$ cat src/rtl/sccpu_test_sequencer_pkg.sv
// Shared definitions for the single-cycle CPU test sequencer.
package sccpu_test_sequencer_pkg;

    typedef enum logic [2:0] {
        ST_IDLE       = 3'd0,
        ST_RESET_HOLD = 3'd1,
        ST_RUN        = 3'd2,
        ST_PASS       = 3'd3,
        ST_FAIL       = 3'd4
    } seq_state_e;

    localparam int unsigned RST_CYCLES_DEF = 2;
    localparam int unsigned TIMEOUT_DEF    = 1024;

    // Table writes and start pulses are only honoured while no run is active.
    function automatic logic accepts_cmd(input seq_state_e s);
        return (s == ST_IDLE) || (s == ST_PASS) || (s == ST_FAIL);
    endfunction

endpackage

$ cat src/rtl/sccpu_exp_table.sv
// Expected-store table: DEPTH entries of (address, data), one synchronous
// write port, one combinational read port, async clear.
module sccpu_exp_table
    import sccpu_test_sequencer_pkg::*;
#(
    parameter int unsigned ADDR_W = 32,
    parameter int unsigned DATA_W = 32,
    parameter int unsigned DEPTH  = 8,
    localparam int unsigned IW    = $clog2(DEPTH)
) (
    input  logic              clock,
    input  logic              reset,
    input  logic              we_i,
    input  logic [IW-1:0]     widx_i,
    input  logic [ADDR_W-1:0] waddr_i,
    input  logic [DATA_W-1:0] wdata_i,
    input  logic [IW-1:0]     ridx_i,
    output logic [ADDR_W-1:0] raddr_o,
    output logic [DATA_W-1:0] rdata_o
);

    logic [DEPTH-1:0][ADDR_W-1:0] addr_q;
    logic [DEPTH-1:0][DATA_W-1:0] data_q;

    // Entry storage; reset wipes every entry back to zero.
    always_ff @(posedge clock or posedge reset) begin
        if (reset) begin
            addr_q <= '0;
            data_q <= '0;
        end else if (we_i) begin
            addr_q[widx_i] <= waddr_i;
            data_q[widx_i] <= wdata_i;
        end
    end

    assign raddr_o = addr_q[ridx_i];
    assign rdata_o = data_q[ridx_i];

endmodule

$ cat src/rtl/sccpu_test_sequencer.sv
// Test sequencer for the single-cycle CPU: holds the CPU in reset, releases
// it, then checks each data-memory store in order against a loadable table.
module sccpu_test_sequencer
    import sccpu_test_sequencer_pkg::*;
#(
    parameter int unsigned ADDR_W     = 32,
    parameter int unsigned DATA_W     = 32,
    parameter int unsigned DEPTH      = 8,
    parameter int unsigned RST_CYCLES = RST_CYCLES_DEF,
    parameter int unsigned TIMEOUT    = TIMEOUT_DEF,
    parameter int unsigned CNT_W      = 16,
    localparam int unsigned IW        = $clog2(DEPTH)
) (
    input  logic              clock,
    input  logic              reset,
    input  logic              start,
    input  logic [IW:0]       cfg_count,
    input  logic              exp_we,
    input  logic [IW-1:0]     exp_idx,
    input  logic [ADDR_W-1:0] exp_addr,
    input  logic [DATA_W-1:0] exp_data,
    input  logic              mwmem,
    input  logic [ADDR_W-1:0] address,
    input  logic [DATA_W-1:0] wdata,
    output logic              cpu_reset,
    output logic              busy,
    output logic              done,
    output logic              pass,
    output logic              fail,
    output logic              timeout,
    output logic [IW-1:0]     err_index,
    output logic [ADDR_W-1:0] err_addr,
    output logic [DATA_W-1:0] err_data,
    output logic [CNT_W-1:0]  cycle_count
);

    localparam int unsigned       HW        = $clog2(RST_CYCLES + 1);
    localparam logic [HW-1:0]     HOLD_INIT = HW'(RST_CYCLES - 1);
    localparam logic [IW:0]       DEPTH_C   = (IW + 1)'(DEPTH);
    localparam logic [IW:0]       COUNT_ONE = (IW + 1)'(1);
    localparam logic [IW-1:0]     PTR_ONE   = IW'(1);
    localparam logic [CNT_W-1:0]  CNT_ONE   = CNT_W'(1);
    localparam logic [CNT_W-1:0]  CNT_MAX   = '1;
    localparam logic [CNT_W-1:0]  TO_LAST   = CNT_W'(TIMEOUT - 1);

    seq_state_e        state_q, state_d;
    logic [IW-1:0]     ptr_q, ptr_d;
    logic [IW:0]       count_q, count_d;
    logic [HW-1:0]     hold_q, hold_d;
    logic [CNT_W-1:0]  cyc_q, cyc_d;
    logic              pass_q, pass_d;
    logic              fail_q, fail_d;
    logic              tmo_q, tmo_d;
    logic [IW-1:0]     erri_q, erri_d;
    logic [ADDR_W-1:0] erra_q, erra_d;
    logic [DATA_W-1:0] errd_q, errd_d;
    logic              busy_q, done_q, cpu_rst_q;

    logic              tbl_we;
    logic [ADDR_W-1:0] tbl_addr;
    logic [DATA_W-1:0] tbl_data;
    logic              store_hit, last_entry, to_hit;
    logic [CNT_W-1:0]  cyc_inc;

    assign tbl_we = exp_we && accepts_cmd(state_q);

    sccpu_exp_table #(
        .ADDR_W (ADDR_W),
        .DATA_W (DATA_W),
        .DEPTH  (DEPTH)
    ) u_table (
        .clock   (clock),
        .reset   (reset),
        .we_i    (tbl_we),
        .widx_i  (exp_idx),
        .waddr_i (exp_addr),
        .wdata_i (exp_data),
        .ridx_i  (ptr_q),
        .raddr_o (tbl_addr),
        .rdata_o (tbl_data)
    );

    assign store_hit  = (tbl_addr == address) && (tbl_data == wdata);
    assign last_entry = ({1'b0, ptr_q} == (count_q - COUNT_ONE));
    assign cyc_inc    = (cyc_q == CNT_MAX) ? cyc_q : cyc_q + CNT_ONE;
    assign to_hit     = (cyc_inc == TO_LAST);

    // Next-state and result logic; PASS/FAIL hold their results until a new start.
    always_comb begin
        state_d = state_q;
        ptr_d   = ptr_q;
        count_d = count_q;
        hold_d  = hold_q;
        cyc_d   = cyc_q;
        pass_d  = pass_q;
        fail_d  = fail_q;
        tmo_d   = tmo_q;
        erri_d  = erri_q;
        erra_d  = erra_q;
        errd_d  = errd_q;
        case (state_q)
            ST_IDLE, ST_PASS, ST_FAIL: begin
                if (start) begin
                    state_d = ST_RESET_HOLD;
                    ptr_d   = '0;
                    count_d = (cfg_count > DEPTH_C) ? DEPTH_C : cfg_count;
                    hold_d  = HOLD_INIT;
                    cyc_d   = '0;
                    pass_d  = 1'b0;
                    fail_d  = 1'b0;
                    tmo_d   = 1'b0;
                    erri_d  = '0;
                    erra_d  = '0;
                    errd_d  = '0;
                end
            end
            ST_RESET_HOLD: begin
                if (hold_q == '0) begin
                    // An empty expectation list passes without ever releasing the CPU.
                    if (count_q == '0) begin
                        state_d = ST_PASS;
                        pass_d  = 1'b1;
                    end else begin
                        state_d = ST_RUN;
                    end
                end else begin
                    hold_d = hold_q - HW'(1);
                end
            end
            ST_RUN: begin
                cyc_d = cyc_inc;
                if (mwmem && store_hit && last_entry) begin
                    // Completion beats a coincident timeout.
                    state_d = ST_PASS;
                    pass_d  = 1'b1;
                end else if (mwmem && !store_hit) begin
                    state_d = ST_FAIL;
                    fail_d  = 1'b1;
                    tmo_d   = to_hit;
                    erri_d  = ptr_q;
                    erra_d  = address;
                    errd_d  = wdata;
                end else begin
                    if (mwmem) ptr_d = ptr_q + PTR_ONE;
                    if (to_hit) begin
                        state_d = ST_FAIL;
                        fail_d  = 1'b1;
                        tmo_d   = 1'b1;
                    end
                end
            end
            default: state_d = ST_IDLE;
        endcase
    end

    // State and registered outputs; status flags are derived from the next state.
    always_ff @(posedge clock or posedge reset) begin
        if (reset) begin
            state_q   <= ST_IDLE;
            ptr_q     <= '0;
            count_q   <= '0;
            hold_q    <= '0;
            cyc_q     <= '0;
            pass_q    <= 1'b0;
            fail_q    <= 1'b0;
            tmo_q     <= 1'b0;
            erri_q    <= '0;
            erra_q    <= '0;
            errd_q    <= '0;
            busy_q    <= 1'b0;
            done_q    <= 1'b0;
            cpu_rst_q <= 1'b1;
        end else begin
            state_q   <= state_d;
            ptr_q     <= ptr_d;
            count_q   <= count_d;
            hold_q    <= hold_d;
            cyc_q     <= cyc_d;
            pass_q    <= pass_d;
            fail_q    <= fail_d;
            tmo_q     <= tmo_d;
            erri_q    <= erri_d;
            erra_q    <= erra_d;
            errd_q    <= errd_d;
            busy_q    <= (state_d == ST_RESET_HOLD) || (state_d == ST_RUN);
            done_q    <= pass_d || fail_d;
            cpu_rst_q <= (state_d != ST_RUN);
        end
    end

    assign cpu_reset   = cpu_rst_q;
    assign busy        = busy_q;
    assign done        = done_q;
    assign pass        = pass_q;
    assign fail        = fail_q;
    assign timeout     = tmo_q;
    assign err_index   = erri_q;
    assign err_addr    = erra_q;
    assign err_data    = errd_q;
    assign cycle_count = cyc_q;

endmodule

$ cat config.mk
export PLATFORM = sky130hd
export DESIGN_NAME = sccpu_test_sequencer
export DESIGN_NICKNAME = d
export VERILOG_FILES = /design/src/rtl/sccpu_test_sequencer_pkg.sv /design/src/rtl/sccpu_exp_table.sv /design/src/rtl/sccpu_test_sequencer.sv
export SDC_FILE = /design/constraint.sdc
export NUM_CORES = 1
export LEC_CHECK = 0
export ABC_AREA = 1
export ABC_CLOCK_PERIOD_IN_PS = 31000
export CAP_MARGIN = 0
export CORE_MARGIN = 10
export CORE_UTILIZATION = 50
export CTS_CLUSTER_DIAMETER = 120
export DETAILED_ROUTE_END_ITERATION = 7
export PLACE_DENSITY_LB_ADDON = 0.12
export SLEW_MARGIN = 25
export SYNTH_ARGS = -nofsm -noshare
export SYNTH_HDL_FRONTEND = slang
export SYNTH_SLANG_ARGS = --single-unit
$ cat constraint.sdc
create_clock -name clock -period 31 [get_ports clock]
set_clock_uncertainty 0.15 [all_clocks]
set_input_delay 3.1 -clock clock [delete_from_list [all_inputs] [get_ports clock]]
set_output_delay 3.1 -clock clock [all_outputs]
set_load 0.02 [all_outputs]
==> impl_metrics.tcl, run 1 <==
set metrics [dict create \
    status "finished clean" \
    synth_area_leader_cell "dfrtp_1" \
    num_vias 25332 \
    r2r_cells 19 \
    power.density_nw_per_um2 94.8 \
    yosys_warnings 0 \
    vdd_ir_drop_max_mv 0.0546 \
    period_needed_ns 6.26 \
    hold_start "u_table.data_q[213]" \
    hold_end "u_table.data_q[213]" \
    critical_path_peak_fanout 88 \
    place_congestion 0.798 \
    nets 4213 \
    syn_avg_cell_area_um2 7.48 \
    p_sw_share_pct 36.5 \
    intPower_w 0.00208 \
    min_period_over_period_pct 20.2 \
    synth_area_leaders "dfrtp_1, nand2_1, o21ai_0" \
    final_antenna_net_count 0 \
    fp.dieH_um 264 \
    reg2reg_to "err_data[12]" \
    ys_seq_elements 613 \
    cp_common_cell "nand2_1" \
    synth_cells 3969 \
    grtUsageTotal_pct 23.3 \
    cp_data_required_time_ns 31.37 \
    end_kind "register" \
    hold-worst-slack_ns 0.330 \
    port_buffers 228 \
    max_freq_mhz 160 \
    tightest_slew_ns 0.984 \
    clock_path_buffers 3 \
    hpwl_um 46800 \
    pin_count 229 \
    slowest_delay_ns 0.82 \
    cts_resized 0 \
    drt-total-wl_um 81300 \
    drc_errors 0 \
    cts_tree "yes" \
    cts_setup_buffers 0 \
    timing.reg2reg.setup_slack_ns 25.09 \
    comb_power_share_pct 32.9 \
    holdCritPathClass "register to register" \
    die_x_um 264 \
    setup_viol 0 \
    drt_iter0_drc 2324 \
    crit_buf_inv 3 \
    wire_per_inst_um 16.6 \
    antenna_found_initial 4 \
    tns_ns 0 \
    yosys.area.top_type_share_pct 51.6 \
    cp-start-kind "input pin" \
    path_class "input pin to register" \
    rows 89 \
    cpMaxStageDelayCell "buf_4" \
    grt_overflow_total 0 \
    ctsHoldBuffers 0 \
    grt_max_degree 169 \
    cts_buffers 70 \
    drv_cap 0 \
    syn2layout_area_growth_pct 16.4 \
    clock_sinks 613 \
    routed_via_density 5.17 \
    clk_pin_slew_ns 0.06 \
    first_pass_iters 5 \
    insertion_delay_ns 0.61 \
    rsz0062_at_grt "false" \
    whs_path_depth 2 \
    p_clk_share_pct 25.6 \
    cts_root_buf "clkbuf_16" \
    leakage_nw 17.1 \
    grt_pass1_wl_um 134000 \
    arrival_ns 6.62 \
    slew_headroom_pct 34.4 \
    cp_cell_sequence "clkdlybuf4s50_1 > inv_1 > nand2_1 > nand2_1 > nor2_1 > nand2_1 > nor2_1 > nand2_1 > nor2_2 > nand2_1 > nand2_1 > nand2_1 > nand3_4 > buf_4 > nand2_1 > o21ai_1" \
    die_area_um2 69500 \
    start_util_pct 50.4 \
    r2r-start "ptr_q[0]" \
    cts_max_level 3 \
    syn_area_um2 29700 \
    syn-num-nets 4114 \
    yosysUniqueCellTypes 29 \
    power_frac_seq_pct 41.5 \
    crit_family "simple AND/OR/NAND/NOR gates" \
    grt_pass1_vias 24398 \
    slew_violations 0 \
    finalHoldViolations 0 \
    layout-drive-gt1-share_pct 3.81 \
    p_sw_w 0.00119 \
    yosysSeqAreaShare_pct 51.7 \
    coreArea_um2 58900 \
]
==> how the worst max path moves through the flow <==
stage	from	end	cells after the start
after global placement	reset	u_table.data_q[183]	5
after global routing	reset	u_table.data_q[87]	5
after detailed placement	reset	u_table.data_q[247]	5
final	address[5]	err_data[12]	16
after CTS	address[1]	err_data[31]	13
after floorplan	reset	busy	1
==> final cells by class <==
cell class / count / area (µm²)
clock inverters: 17 / 203
clock buffers: 109 / 2120
diodes: 1 / 2.50
inverters: 397 / 1510
multi-input cells: 2722 / 11800
flip-flops and latches: 613 / 15400
well taps: 773 / 967
fillers: 5596 / 24400
repair buffers: 264 / 2600
==> Yosys cell counts (all sizes together) <==
cell and number:
xor2 5, or2 2, clkbuf 128, nand3 358, xnor2 2, nand4 17, ha 5, dfstp 1
nor2 110, nand2 1548, inv 397, o2111ai 1, a21boi 1, nor4 1, a22o 1, nand3b 38
o21ai 603, o22ai 10, a21oi 13, buf 109, dfrtp 612, nor3 7
==> sequential cells by signal (all words and copies together) (netlist names), 2 cells and up <==
name            flops
err_addr           32
ptr_q               3
u_table.addr_q    256
err_data           32
err_index           3
state_q             3
hold_q              2
cycle_count        16
count_q             4
u_table.data_q    256
==> per-layer routing <==
layer  part of all wire [%]  global-route usage (%)
met1                     47                    32.9
met2                     45                    36.5
met3                    6.0                    4.10
met4                    2.0                    6.37
met5                  0.050                       0
==> worst reg2reg max path, stage by stage (launching register included) <==
cell and delay [ns]:
dfrtp_4 0.74, inv_8 0.64, buf_4 0.80, nand2_1 0.16
nand3_1 0.10, nand3_1 0.15, nand3_1 0.15, nand2_1 0.06
nor2_1 0.14, nand2_1 0.10, nor2_1 0.21, nand2_1 0.20
nor2_2 0.30, nand2_1 0.13, nand2_1 0.11, nand2_1 0.11
nand3_4 0.45, buf_4 0.83, nand2_1 0.17, o21ai_1 0.12
==> cell usage in the layout (no fill, tap or decap), drive strengths merged, types with 7 or more instances in the layout <==
| cell | instances |
|---|---|
| a21oi | 13 |
| dfrtp | 612 |
| nand3 | 358 |
| nand4 | 17 |
| o21ai | 603 |
| o22ai | 10 |
| buf | 36 |
| clkbuf | 109 |
| inv | 400 |
| nand2 | 1548 |
| clkdlybuf4s50 | 228 |
| nor3 | 7 |
| clkinv | 9 |
| nor2 | 110 |
| nand3b | 38 |
==> power by group through the flow <==
stage | sequential (W) | combinational [W] | clock, W
final | 0.00136 | 0.00108 | 0.000839
after global routing | 0.00140 | 0.00128 | 0.000889
after CTS | 0.00135 | 0.00109 | 0.000855
after detailed placement | 0.00136 | 0.00108 | 0
after global placement | 0.00136 | 0.00106 | 0
after floorplan | 0.00135 | 0.000829 | 0
==> cells by family (layout without fill, tap and decap cells) <==
group | count (synthesis) | in the layout | share of synthesized area (%)
adder cells (fa/ha/maj) | 5 | 5 | 0.211
AO/OA/AOI/OAI | 629 | 629 | 10.7
AND/OR/NAND/NOR | 2081 | 2081 | 28.6
XOR/XNOR | 7 | 7 | 0.207
other | 0 | 1 | 0
flip-flops | 613 | 613 | 51.7
buffers and inverters | 634 | 787 | 8.66
==> per-stage QoR <==
| stage | setup WS (ns) | instances | util [%] | area (µm²) | power (W) |
|---|---|---|---|---|---|
| finish | 24.74 | 4896 | 58.6 | 34500 | 0.00327 |
| detailed placement | 24.13 | 4768 | 54.6 | 32200 | 0.00244 |
| floorplan | 10.59 | 3969 | - | 29700 | 0.00218 |
| global placement | 24.14 | 4768 | 54.6 | 32200 | 0.00241 |
| CTS | 24.76 | 4894 | 58.6 | 34500 | 0.00330 |
| global route | 24.41 | 4896 | 58.6 | 34500 | 0.00357 |
Power figures use the tool's default switching activity.
==> run 2, diff against run 1 <==
--- a/config.mk
+++ b/config.mk
@@ -6,7 +6,7 @@
 export NUM_CORES = 1
 export LEC_CHECK = 0
 export ABC_AREA = 1
-export ABC_CLOCK_PERIOD_IN_PS = 31000
+export ABC_CLOCK_PERIOD_IN_PS = 6300
 export CAP_MARGIN = 0
 export CORE_MARGIN = 10
 export CORE_UTILIZATION = 50
==> constraint.sdc (replaced) <==
create_clock -name clock -period 6.3 [get_ports clock]
set_clock_uncertainty 0.15 [all_clocks]
set_input_delay 0.63 -clock clock [delete_from_list [all_inputs] [get_ports clock]]
set_output_delay 0.63 -clock clock [all_outputs]
set_load 0.02 [all_outputs]
==> run 2 against run 1 <==
Highest routed layer unchanged. Final cell count hardly changed. Via count is 0.43% higher. Wire length is 0.22% higher. Final area is 0.20% higher. Count of clock-buffer cells in the layout is 3 lower. Combinational power grew to 5.0 times the previous value. Sequential share of layout area is 0.087 points lower.
==> impl_metrics.tcl, run 2 (synthesis gave the netlist of run 1 again) <==
set metrics [dict create \
    syn2layout_area_growth_pct 16.6 \
    drt-total-wl_um 81500 \
    layout-drive-gt1-share_pct 3.88 \
    rsz0062_at_grt "false" \
    timing.reg2reg.setup_slack_ns 1.86 \
    drc_errors 0 \
    nets 4221 \
    grt_pass1_vias 24638 \
    die_x_um 264 \
    grt_max_degree 163 \
    wire_per_inst_um 16.6 \
    max_freq_mhz 225 \
    startpoint "ptr_q[0]" \
    cts_tree "yes" \
    reg_top3 "u_table.addr_q (256), u_table.data_q (256)" \
    p_sw_share_pct 36.3 \
    antenna_found_initial 2 \
    cp_data_required_time_ns 6.67 \
    final_core_util_pct 58.7 \
    pin_count 229 \
    final_antenna_net_count 0 \
    tightest_slew_ns 1.03 \
    slew_headroom_pct 31.1 \
    routed_via_density 5.19 \
    power_frac_seq_pct 41.5 \
    rows 89 \
    stdcell_area_um2 34600 \
    endpoint "err_addr[1]" \
    port_buffers 228 \
    n_antenna_cell 0 \
    cts_resized 0 \
    dpl_cell_area_um2 32300 \
    cpMaxStageDelayCell "dfrtp_4" \
    cp_common_cell "nand2_1" \
    start_util_pct 50.4 \
    reg2reg_to "err_addr[1]" \
    critical_path_peak_fanout 80 \
    cp-start-kind "register" \
    drv_cap 0 \
    drt_iter0_drc 2293 \
    p_clk_share_pct 25.1 \
    insertion_delay_ns 0.62 \
    final_cell_mix "nand2_1, dfrtp_1, o21ai_0" \
    path_class "register to register" \
    clock_path_buffers 3 \
    setup_viol 0 \
    p_sw_w 0.00583 \
    first_pass_iters 6 \
    fp.dieH_um 264 \
    ctsHoldBuffers 0 \
    power.density_nw_per_um2 464 \
    min_period_over_period_pct 70.5 \
    coreArea_um2 58900 \
    place_congestion 0.805 \
    hpwl_um 48000 \
    end_kind "register" \
    die_area_um2 69500 \
    cts_root_buf "clkbuf_16" \
    clock_sinks 613 \
    holdCritPathClass "register to register" \
    grt_overflow_total 0 \
    finalHoldViolations 0 \
    fill_cells 5580 \
    leakage_nw 17.1 \
    cp_cell_sequence "inv_8 > buf_12 > nand2_1 > nand2_1 > nand2_1 > nand3_1 > nand2_1 > nand2_1 > nand2_1 > nor2_1 > nand2_1 > nor2_1 > nand2_1 > nor2_2 > nand4_1 > nand3_4 > buf_4 > nand2_1 > o21ai_1" \
    final_common_cell "nand2_1" \
    cts_buffers 69 \
    r2r-start "ptr_q[0]" \
    status "finished clean" \
    comb_power_share_pct 33.3 \
    slowest_delay_ns 0.63 \
    intPower_w 0.0102 \
    vdd_ir_drop_max_mv 0.237 \
    cts_max_level 3 \
    r2r_cells 19 \
    slew_violations 0 \
    grtUsageTotal_pct 23.4 \
    period_needed_ns 4.44 \
    arrival_ns 4.81 \
    grt_pass1_wl_um 134000 \
    clk_pin_slew_ns 0.06 \
    num_vias 25442 \
    cts_setup_buffers 0 \
]
run 2: how the worst min path moves through the flow:
stage | startpoint | to | slack (ns) | cells after the start
final | u_table.addr_q[150] | u_table.addr_q[150] | 0.33 | 2
after global routing | u_table.addr_q[59] | u_table.addr_q[59] | 0.35 | 2
after floorplan | u_table.addr_q[100] | u_table.addr_q[100] | 0.30 | 2
after global placement | u_table.addr_q[197] | u_table.addr_q[197] | 0.32 | 2
after CTS | reset | err_addr[22] | 0.34 | 2
after detailed placement | u_table.addr_q[153] | u_table.addr_q[153] | 0.32 | 2
run 2: routing by layer:
metal / part of all wire [%] / track usage [%]
met1: 46 / 32.1
met2: 46 / 37.6
met3: 5.6 / 4.27
met4: 2.2 / 6.49
met5: 0.031 / 0
run 2: cell type report:
cell class | instances | area (µm²) | area share (%)
Tap cell | 773 | 967 | 2.79
Clock inverter | 15 | 200 | 0.579
Sequential cell | 613 | 15400 | 44.4
Inverter | 397 | 1510 | 4.35
Multi-Input combinational cell | 2722 | 11800 | 34.0
Timing Repair Buffer | 273 | 2740 | 7.92
Clock buffer | 106 | 2060 | 5.95
run 2: worst max-delay path, delay by kind of cell, from the launching register on:
family          cells  cell delay (ns)
simple gates       15             2.11
buf+inv             3             1.21
flops               1             0.63
compound gates      1             0.10
run 2: power by group through the flow:
stage	combinational [W]	sequential (W)	clock (W)
after floorplan	0.00408	0.00663	0
after global placement	0.00524	0.00666	0
after detailed placement	0.00537	0.00668	0
after CTS	0.00540	0.00665	0.00412
after global routing	0.00634	0.00688	0.00427
final	0.00535	0.00667	0.00403
run 2: metrics by stage:
stage                     total power, W  setup TNS [ns]  worst slack (ns)  cells  hold WS, ns
after floorplan                   0.0107        -1741.17             -2.84   3969        0.303
after global placement            0.0119               0              1.96   4778        0.315
after detailed placement          0.0121               0              1.85   4778        0.322
after CTS                         0.0162               0              1.83   4899        0.337
after global routing              0.0175               0              1.50   4899        0.349
final                             0.0160               0              1.86   4899        0.331
==> run 3, diff against run 2 <==
--- a/config.mk
+++ b/config.mk
@@ -6,7 +6,7 @@
 export NUM_CORES = 1
 export LEC_CHECK = 0
 export ABC_AREA = 1
-export ABC_CLOCK_PERIOD_IN_PS = 6300
+export ABC_CLOCK_PERIOD_IN_PS = 4500
 export CAP_MARGIN = 0
 export CORE_MARGIN = 10
 export CORE_UTILIZATION = 50
==> constraint.sdc (replaced) <==
create_clock -name clock -period 4.5 [get_ports clock]
set_clock_uncertainty 0.15 [all_clocks]
set_input_delay 0.45 -clock clock [delete_from_list [all_inputs] [get_ports clock]]
set_output_delay 0.45 -clock clock [all_outputs]
set_load 0.02 [all_outputs]
==> run 3 against run 2 <==
Combinational power increased by 42%. Die area did not move. Non-clock buffer count is 11 higher. Clock power up 36%. Register-to-register slack lost 1.3 ns. Final area increased by 0.46%.
==> impl_metrics.tcl, run 3 (synthesis gave the netlist of run 1 again) <==
set metrics [dict create \
    cts_max_level 3 \
    cts_setup_buffers 0 \
    arrival_ns 4.28 \
    drc_errors 0 \
    drv_cap 0 \
    final_antenna_net_count 0 \
    cts_buffers 69 \
    cts_resized 0 \
    cp_data_required_time_ns 4.88 \
    power.density_nw_per_um2 645 \
    syn2layout_area_growth_pct 17.1 \
    start_util_pct 50.4 \
    wire_per_inst_um 16.8 \
    tightest_slew_ns 0.927 \
    status "finished clean" \
    fill_cells 5573 \
    vdd_ir_drop_max_mv 0.409 \
    stdcell_area_um2 34800 \
    slew_violations 0 \
    nets 4232 \
    fin_ws_ns 0.598 \
    drt-total-wl_um 82400 \
    grt_pass1_vias 23997 \
    clock_path_buffers 3 \
    num_vias 25554 \
    grt_pass1_wl_um 134000 \
    min_period_over_period_pct 86.7 \
    routed_via_density 5.20 \
    cp-start-kind "register" \
    reg_top3 "u_table.addr_q (256), u_table.data_q (256)" \
    max_freq_mhz 256 \
    post-place-ws_ns 0.620 \
    pin_count 229 \
    finalHoldViolations 0 \
    first_pass_iters 6 \
    hold-worst-slack_ns 0.189 \
    port_buffers 228 \
    hpwl_um 48300 \
    coreArea_um2 58900 \
    layout-drive-gt1-share_pct 4.09 \
    grtUsageTotal_pct 23.5 \
    grt_overflow_total 0 \
    die_area_um2 69500 \
    drt_iter0_drc 2361 \
    critical_path_peak_fanout 53 \
    r2r_cells 17 \
    insertion_delay_ns 0.60 \
    dp.cells 4789 \
    antenna_found_initial 4 \
    place_congestion 0.793 \
    grt_max_degree 143 \
    cts_tree "yes" \
    path_class "register to register" \
    ctsHoldBuffers 0 \
    fp.dieH_um 264 \
    die_x_um 264 \
    rows 89 \
    dpl_cell_area_um2 32600 \
    rsz0062_at_grt "false" \
    end_kind "register" \
    leakage_nw 17.2 \
    holdCritPathClass "input pin to async pin" \
    clk_pin_slew_ns 0.06 \
    clock_sinks 613 \
    setup_viol 0 \
    slew_headroom_pct 38.2 \
    fin_cells 4911 \
    final_cell_mix "nand2_1, dfrtp_1, o21ai_0" \
    final_common_cell "nand2_1" \
    cts_root_buf "clkbuf_16" \
    period_needed_ns 3.90 \
    tns_ns 0 \
]
## run 3: per-stage QoR
stage	utilization [%]	power, W
floorplan	-	0.0150
detailed placement	55.3	0.0170
global placement	55.3	0.0168
global route	59.0	0.0244
finish	59.0	0.0224
CTS	59.0	0.0225
## run 3: area by class of cell
class | count | area (µm²) | area share (%)
Antenna cell | 1 | 2.50 | 0.00720
Clock buffer | 112 | 2130 | 6.14
Clock inverter | 9 | 48.8 | 0.140
Inverter | 397 | 1510 | 4.33
Multi-Input combinational cell | 2722 | 11800 | 33.9
Sequential cell | 613 | 15400 | 44.2
Tap cell | 773 | 967 | 2.78
Timing Repair Buffer | 284 | 2970 | 8.55
## run 3: worst max-delay path, stage by stage, from the launching register on
cell and delay (ns):
dfrtp_4 0.50, inv_4 0.37, buf_12 0.35, nand3_1 0.12, nand3_1 0.11, nand2_1 0.07, nand2_1 0.05, nand2_1 0.06
nor2_1 0.17, nand2_1 0.08, nor2_1 0.16, nand2_1 0.16, nor2_2 0.34, nand4_1 0.28, nand3_4 0.25, buf_4 0.36
nand2_1 0.09, o21ai_1 0.08
## run 3: worst paths after layout
kind	start	to	slack (ns)
hold reg to reg	u_table.data_q[49]	u_table.data_q[49]	0.33
min in group clock	cfg_count[1]	count_q[1]	0.26
hold / removal	reset	u_table.addr_q[156]	0.19
setup reg to reg	ptr_q[1]	err_addr[11]	0.60
setup / recovery	ptr_q[1]	err_addr[11]	0.60
max in group asynchronous	reset	u_table.addr_q[12]	3.01
## run 3: where the power goes
group	internal [W]	switching [W]
logic	0.00298	0.00463
registers	0.00801	0.00132
clock network	0.00323	0.00224
total	0.0142	0.00819
## run 3: layer usage
metal	routed length (µm)	global-route usage (%)
met5	34	0
met4	1770	5.93
met3	4920	4.54
met2	37500	37.1
met1	38200	32.8
